--- src/rtl/ram_arbiter.sv ---
// Two-master valid/ready front end for one single-port synchronous RAM; read data returns 2 cycles after accept.
// One accept per cycle, no RAM backpressure; the losing or locked-out port simply sees ready=0.
module ram_arbiter #(
  parameter int ADDR_W     = 16,
  parameter int DATA_W     = 8,
  parameter int FIXED_PRIO = 0
) (
  input  logic              clk,
  input  logic              rst_n,
  input  logic              req0_valid,
  input  logic              req0_we,
  input  logic              req0_lock,
  input  logic [ADDR_W-1:0] req0_addr,
  input  logic [DATA_W-1:0] req0_wdata,
  output logic              req0_ready,
  output logic              req0_rvalid,
  output logic [DATA_W-1:0] req0_rdata,
  input  logic              req1_valid,
  input  logic              req1_we,
  input  logic              req1_lock,
  input  logic [ADDR_W-1:0] req1_addr,
  input  logic [DATA_W-1:0] req1_wdata,
  output logic              req1_ready,
  output logic              req1_rvalid,
  output logic [DATA_W-1:0] req1_rdata,
  output logic              ram_ena,
  output logic              ram_rd,
  output logic              ram_wr,
  output logic [ADDR_W-1:0] ram_addr,
  output logic [DATA_W-1:0] ram_din,
  input  logic [DATA_W-1:0] ram_dout
);

  typedef enum logic [1:0] {LOCK_NONE, LOCK_P0, LOCK_P1} lock_e;

  typedef struct packed {
    logic              ena;
    logic              rd;
    logic              wr;
    logic [ADDR_W-1:0] addr;
    logic [DATA_W-1:0] din;
  } cmd_t;

  lock_e             lock_owner_q, lock_owner_d;
  logic              last_grant_q, last_grant_d;
  cmd_t              cmd_q, cmd_d;
  logic              tag1_vld_q, tag1_vld_d;
  logic              tag1_port_q, tag1_port_d;
  logic              tag2_vld_q, tag2_vld_d;
  logic              tag2_port_q, tag2_port_d;

  logic              elig0, elig1;
  logic              grant0, grant1;
  logic              accept, win_port;
  logic              sel_we, sel_lock;
  logic [ADDR_W-1:0] sel_addr;
  logic [DATA_W-1:0] sel_wdata;

  always_comb begin
    elig0 = req0_valid && (lock_owner_q != LOCK_P1);
    elig1 = req1_valid && (lock_owner_q != LOCK_P0);
    // last_grant_q == 1 means port 1 won last time, so port 0 takes the next contention
    if (elig0 && elig1) begin
      grant0 = (FIXED_PRIO != 0) || last_grant_q;
    end else begin
      grant0 = elig0;
    end
    grant1    = elig1 && !grant0;
    accept    = grant0 || grant1;
    win_port  = grant1;
    sel_we    = win_port ? req1_we    : req0_we;
    sel_lock  = win_port ? req1_lock  : req0_lock;
    sel_addr  = win_port ? req1_addr  : req0_addr;
    sel_wdata = win_port ? req1_wdata : req0_wdata;
  end

  always_comb begin
    last_grant_d = last_grant_q;
    lock_owner_d = lock_owner_q;
    cmd_d        = cmd_q;
    cmd_d.ena    = 1'b0;
    cmd_d.rd     = 1'b0;
    cmd_d.wr     = 1'b0;
    tag1_vld_d   = 1'b0;
    tag1_port_d  = tag1_port_q;
    if (accept) begin
      last_grant_d = win_port;
      // an unlocking beat can only come from the owner or from a port while nobody owns the lock
      if (sel_lock) begin
        lock_owner_d = win_port ? LOCK_P1 : LOCK_P0;
      end else begin
        lock_owner_d = LOCK_NONE;
      end
      cmd_d.ena   = 1'b1;
      cmd_d.rd    = !sel_we;
      cmd_d.wr    = sel_we;
      cmd_d.addr  = sel_addr;
      cmd_d.din   = sel_wdata;
      tag1_vld_d  = !sel_we;
      tag1_port_d = win_port;
    end
    tag2_vld_d  = tag1_vld_q;
    tag2_port_d = tag1_port_q;
  end

  always_ff @(posedge clk or negedge rst_n) begin
    if (!rst_n) begin
      last_grant_q <= 1'b1;
      lock_owner_q <= LOCK_NONE;
      cmd_q        <= '0;
      tag1_vld_q   <= 1'b0;
      tag1_port_q  <= 1'b0;
      tag2_vld_q   <= 1'b0;
      tag2_port_q  <= 1'b0;
    end else begin
      last_grant_q <= last_grant_d;
      lock_owner_q <= lock_owner_d;
      cmd_q        <= cmd_d;
      tag1_vld_q   <= tag1_vld_d;
      tag1_port_q  <= tag1_port_d;
      tag2_vld_q   <= tag2_vld_d;
      tag2_port_q  <= tag2_port_d;
    end
  end

  // ready is forced low while reset is held so no beat looks accepted during reset
  always_comb begin
    req0_ready  = grant0 && rst_n;
    req1_ready  = grant1 && rst_n;
    req0_rvalid = tag2_vld_q && !tag2_port_q;
    req1_rvalid = tag2_vld_q && tag2_port_q;
    req0_rdata  = ram_dout;
    req1_rdata  = ram_dout;
    ram_ena     = cmd_q.ena;
    ram_rd      = cmd_q.rd;
    ram_wr      = cmd_q.wr;
    ram_addr    = cmd_q.addr;
    ram_din     = cmd_q.din;
  end

endmodule

--- config.mk ---
export PLATFORM = sky130hd
export DESIGN_NAME = ram_arbiter
export DESIGN_NICKNAME = d
export VERILOG_FILES = /design/src/rtl/ram_arbiter.sv
export SDC_FILE = /design/constraint.sdc
export NUM_CORES = 1
export LEC_CHECK = 0
export ABC_AREA = 1
export CORE_UTILIZATION = 39
export CTS_BUF_LIST = sky130_fd_sc_hd__clkbuf_16
export CTS_CLUSTER_SIZE = 28
export DETAILED_ROUTE_END_ITERATION = 8
export GPL_TIMING_DRIVEN = 0
export PLACE_DENSITY = 0.95
export SYNTH_ARGS = -nofsm -noshare
export SYNTH_HDL_FRONTEND = slang
export SYNTH_SLANG_ARGS = --single-unit
--- constraint.sdc ---
create_clock -name clk -period 3.4 [get_ports clk]
set_input_delay 0.34 -clock clk [delete_from_list [all_inputs] [get_ports clk]]
set_output_delay 0.34 -clock clk [all_outputs]
set_load 0.03 [all_outputs]
==> key figures <==
Critical path
  • Critical path arrival: 2.32 ns
  • Req. time, crit path: 3.06 ns
  • CP cell instances: buf_2 -> inv_1 -> nand3_1 -> nand2_1 -> buf_6 -> buf_6 -> nor2_1 -> clkdlybuf4s50_1
  • Worst Path Buf+Inv: 5
  • Reg-to-Reg Start: last_grant_q
  • WP depth: 8
  • CP top delay family: buffers and inverters
  • Crit. End Element: output port
  • Crit-path max cell delay: 0.67 ns
  • R2r setup slk: 1.82 ns
  • Critical path class: flop to output port
  • CP Launch Point: last_grant_q
  • CP endpoint: req0_ready
  • RR Endpoint: ram_addr[11]
  • Slowest CP cell: clkdlybuf4s50_1
  • Startpoint Class: flop
  • Worst R2R Path Depth: 8
  • Crit Path Max Fanout: 10
  • Crit-path most repeated cell: buf_6

Route
  • DRC: 0
  • Vias per inst: 5.18
  • Vias post-DR: 1855
  • Pre-Repair DR Iteration Count: 4
  • Antenna viol nets, final: 0
  • Wire per inst: 14.8 µm
  • Initial DRC count: 129
  • Drt total wl: 5310 µm

Timing
  • Fin crit period: 2.66 ns
  • Slew margin rel.: 0.494
  • Fin Hold WS: 0.139 ns
  • Final setup fails: 0
  • Clk_skew: 0.00631 ns
  • Least-Margin Pin Slew: 0.759 ns
  • Crit share post-route: 0.783
  • Final Hold Fails: 0
  • Pins Over Slew Limit: 0
  • Setup Total Neg Slack: 0 ns
  • RSZ-0062 raised after global routing: no
  • Max Fclk: 0.376 GHz
  • Final worst slack: 0.739 ns

Synth
  • Synth Area in Compound Gates: 0.129
  • Synth Instances: 198
  • Post-Syn Area: 0.00173 mm²
  • Xor-xnor portion of the synthesized cell area: 0
  • Synth Warn #: 0
  • Distinct cell type count after synthesis: 16
  • Largest family of logic cells by synthesized area: simple AND/OR/NAND/NOR gates
  • Post-synthesis simple-gate area fraction: 0.243
  • Post-synth EDFFs: 0
  • Synth Net Count: 262
  • FFs w/ async S/R, synth: 1.00
  • Syn avg cell area: 8.75 µm²
  • Mux cell area share after synthesis: 0
  • Synth Register Bits: 33
  • Top FF cell, synth: dfrtp_1
  • Sequential-to-total area share from yosys stat: 0.477
  • Adder-Cell Fraction of Synth Area: 0

Finish
  • FF/Latch Area: 827 µm²
  • Final core occ: 0.711
  • Share of cells above drive strength 1: 0.133
  • # diodes: 0
  • Fin nets: 371
  • Fillers: 330
  • Most frequent cells in the layout: 101 x clkdlybuf4s50_1, 53 x nand3_1, 33 x nand2_1
  • Commonest non-fill, non-tap cell in the layout: clkdlybuf4s50_1
  • Area of the multi-input gates: 644 µm²
  • Syn-to-layout area delta: 70.1%

Place
  • Routability Congestion: 0.793
  • Worst slack, placed: 0.765 ns
  • PortBufs: 102
  • HPWL Detailed: 3990 µm

Floorplan
  • Core ar.: 0.00414 mm²
  • Die Span X: 68.7 µm
  • Cell Rows: 23
  • Die height: 68.7 µm
  • Initial core utilization: 0.418
  • Ports: 111
  • Die area: 0.00471 mm²

Job
  • Max_cap viols: 0

Global route
  • Vias in the first global route: 1901
  • Grt total ovfl: 0
  • Initial antenna violation count: 0
  • Tot GR Track Use: 0.238
  • Global-route wire length before repair: 8180 µm
  • Pin count of the biggest net entering global routing: 35

CTS
  • H-tree depth: 2
  • Clock transition at path regs: 0.05 ns
  • CTS root buf: clkbuf_16
  • Post_cts resized: 0
  • Worst-skew pair later-pin latency: 0.27 ns
  • CTS tree: yes
  • Hold buffers post-CTS: 0
  • Clk buf depth: 2
  • Sink Count: 33
  • Post-CTS Setup Bufs: 0
  • Total clock buffers created by CTS: 5

Pwr
  • Total power draw: 1730 µW
  • Pwr Density: 586 mW/mm²
  • Leak: 0.00131 µW
  • Peak supply drop: 0.289 mV

Run status
  • Status: completed

Min path
  • HP Class: primary input to asynchronous set/reset pin
-- layer usage --
metal / track usage / share of wire
met5: 0 / 0
met2: 0.419 / 0.53
met3: 0.0493 / 0.062
met1: 0.278 / 0.40
met4: 0.102 / 0.0090
-- report_power, final --
group	internal (µW)	switching, µW	total (µW)
logic	325	442	767
clock network	263	148	410
registers	493	56.0	549
-- through the flow --
stage | area [µm²] | instances
after floorplan | 1730 | 198
after global placement | 2820 | 350
after detailed placement | 2810 | 350
after CTS | 2950 | 358
after global routing | 2950 | 358
final | 2950 | 358
-- state kept, by name, indices dropped and copies added (netlist names) --
register,count
ram_din,8
tag2_port_q,1
last_grant_q,1
ram_rd,1
tag1_port_q,1
ram_wr,1
lock_owner_q,2
tag2_vld_q,1
ram_addr,16
ram_ena,1
-- cells by family (layout without fill, tap and decap cells) --
group                  after synthesis  count (layout)
and+or+nand+nor                     93              93
buffers and inverters               42             152
DFF                                 33              33
AOI/OAI and AO/OA                   30              30
-- worst min path at each step --
stage,startpoint,endpoint,depth (start not counted)
final,rst_n,lock_owner_q[1],1
after floorplan,rst_n,lock_owner_q[0],0
after global routing,rst_n,tag2_port_q,1
after detailed placement,ram_rd,tag2_vld_q,0
after CTS,rst_n,tag2_vld_q,1
after global placement,tag1_port_q,tag2_port_q,0
-- synthesized netlist by cell type, types with 3 or more instances --
| cell | count | area, µm² |
|---|---|---|
| inv_1 | 7 | 26.3 |
| clkbuf_1 | 4 | 15.0 |
| buf_6 | 4 | 45.0 |
| dfrtp_1 | 32 | 801 |
| nor2_1 | 5 | 18.8 |
| inv_2 | 4 | 15.0 |
| buf_2 | 5 | 25.0 |
| nand2_1 | 33 | 124 |
| o211ai_1 | 24 | 180 |
| buf_4 | 18 | 135 |
| nand3_1 | 53 | 265 |
| o21ai_0 | 3 | 15.0 |
-- area by class of cell --
type,instances,area share
clock inverter,3,0.00382
inverter,11,0.0140
tap,50,0.0212
timing repair buffer,102,0.345
multi-input combinational,123,0.219
sequential,33,0.281
clock buffer,5,0.0424
buffer,31,0.0747
(Power assumes the default switching activity.)
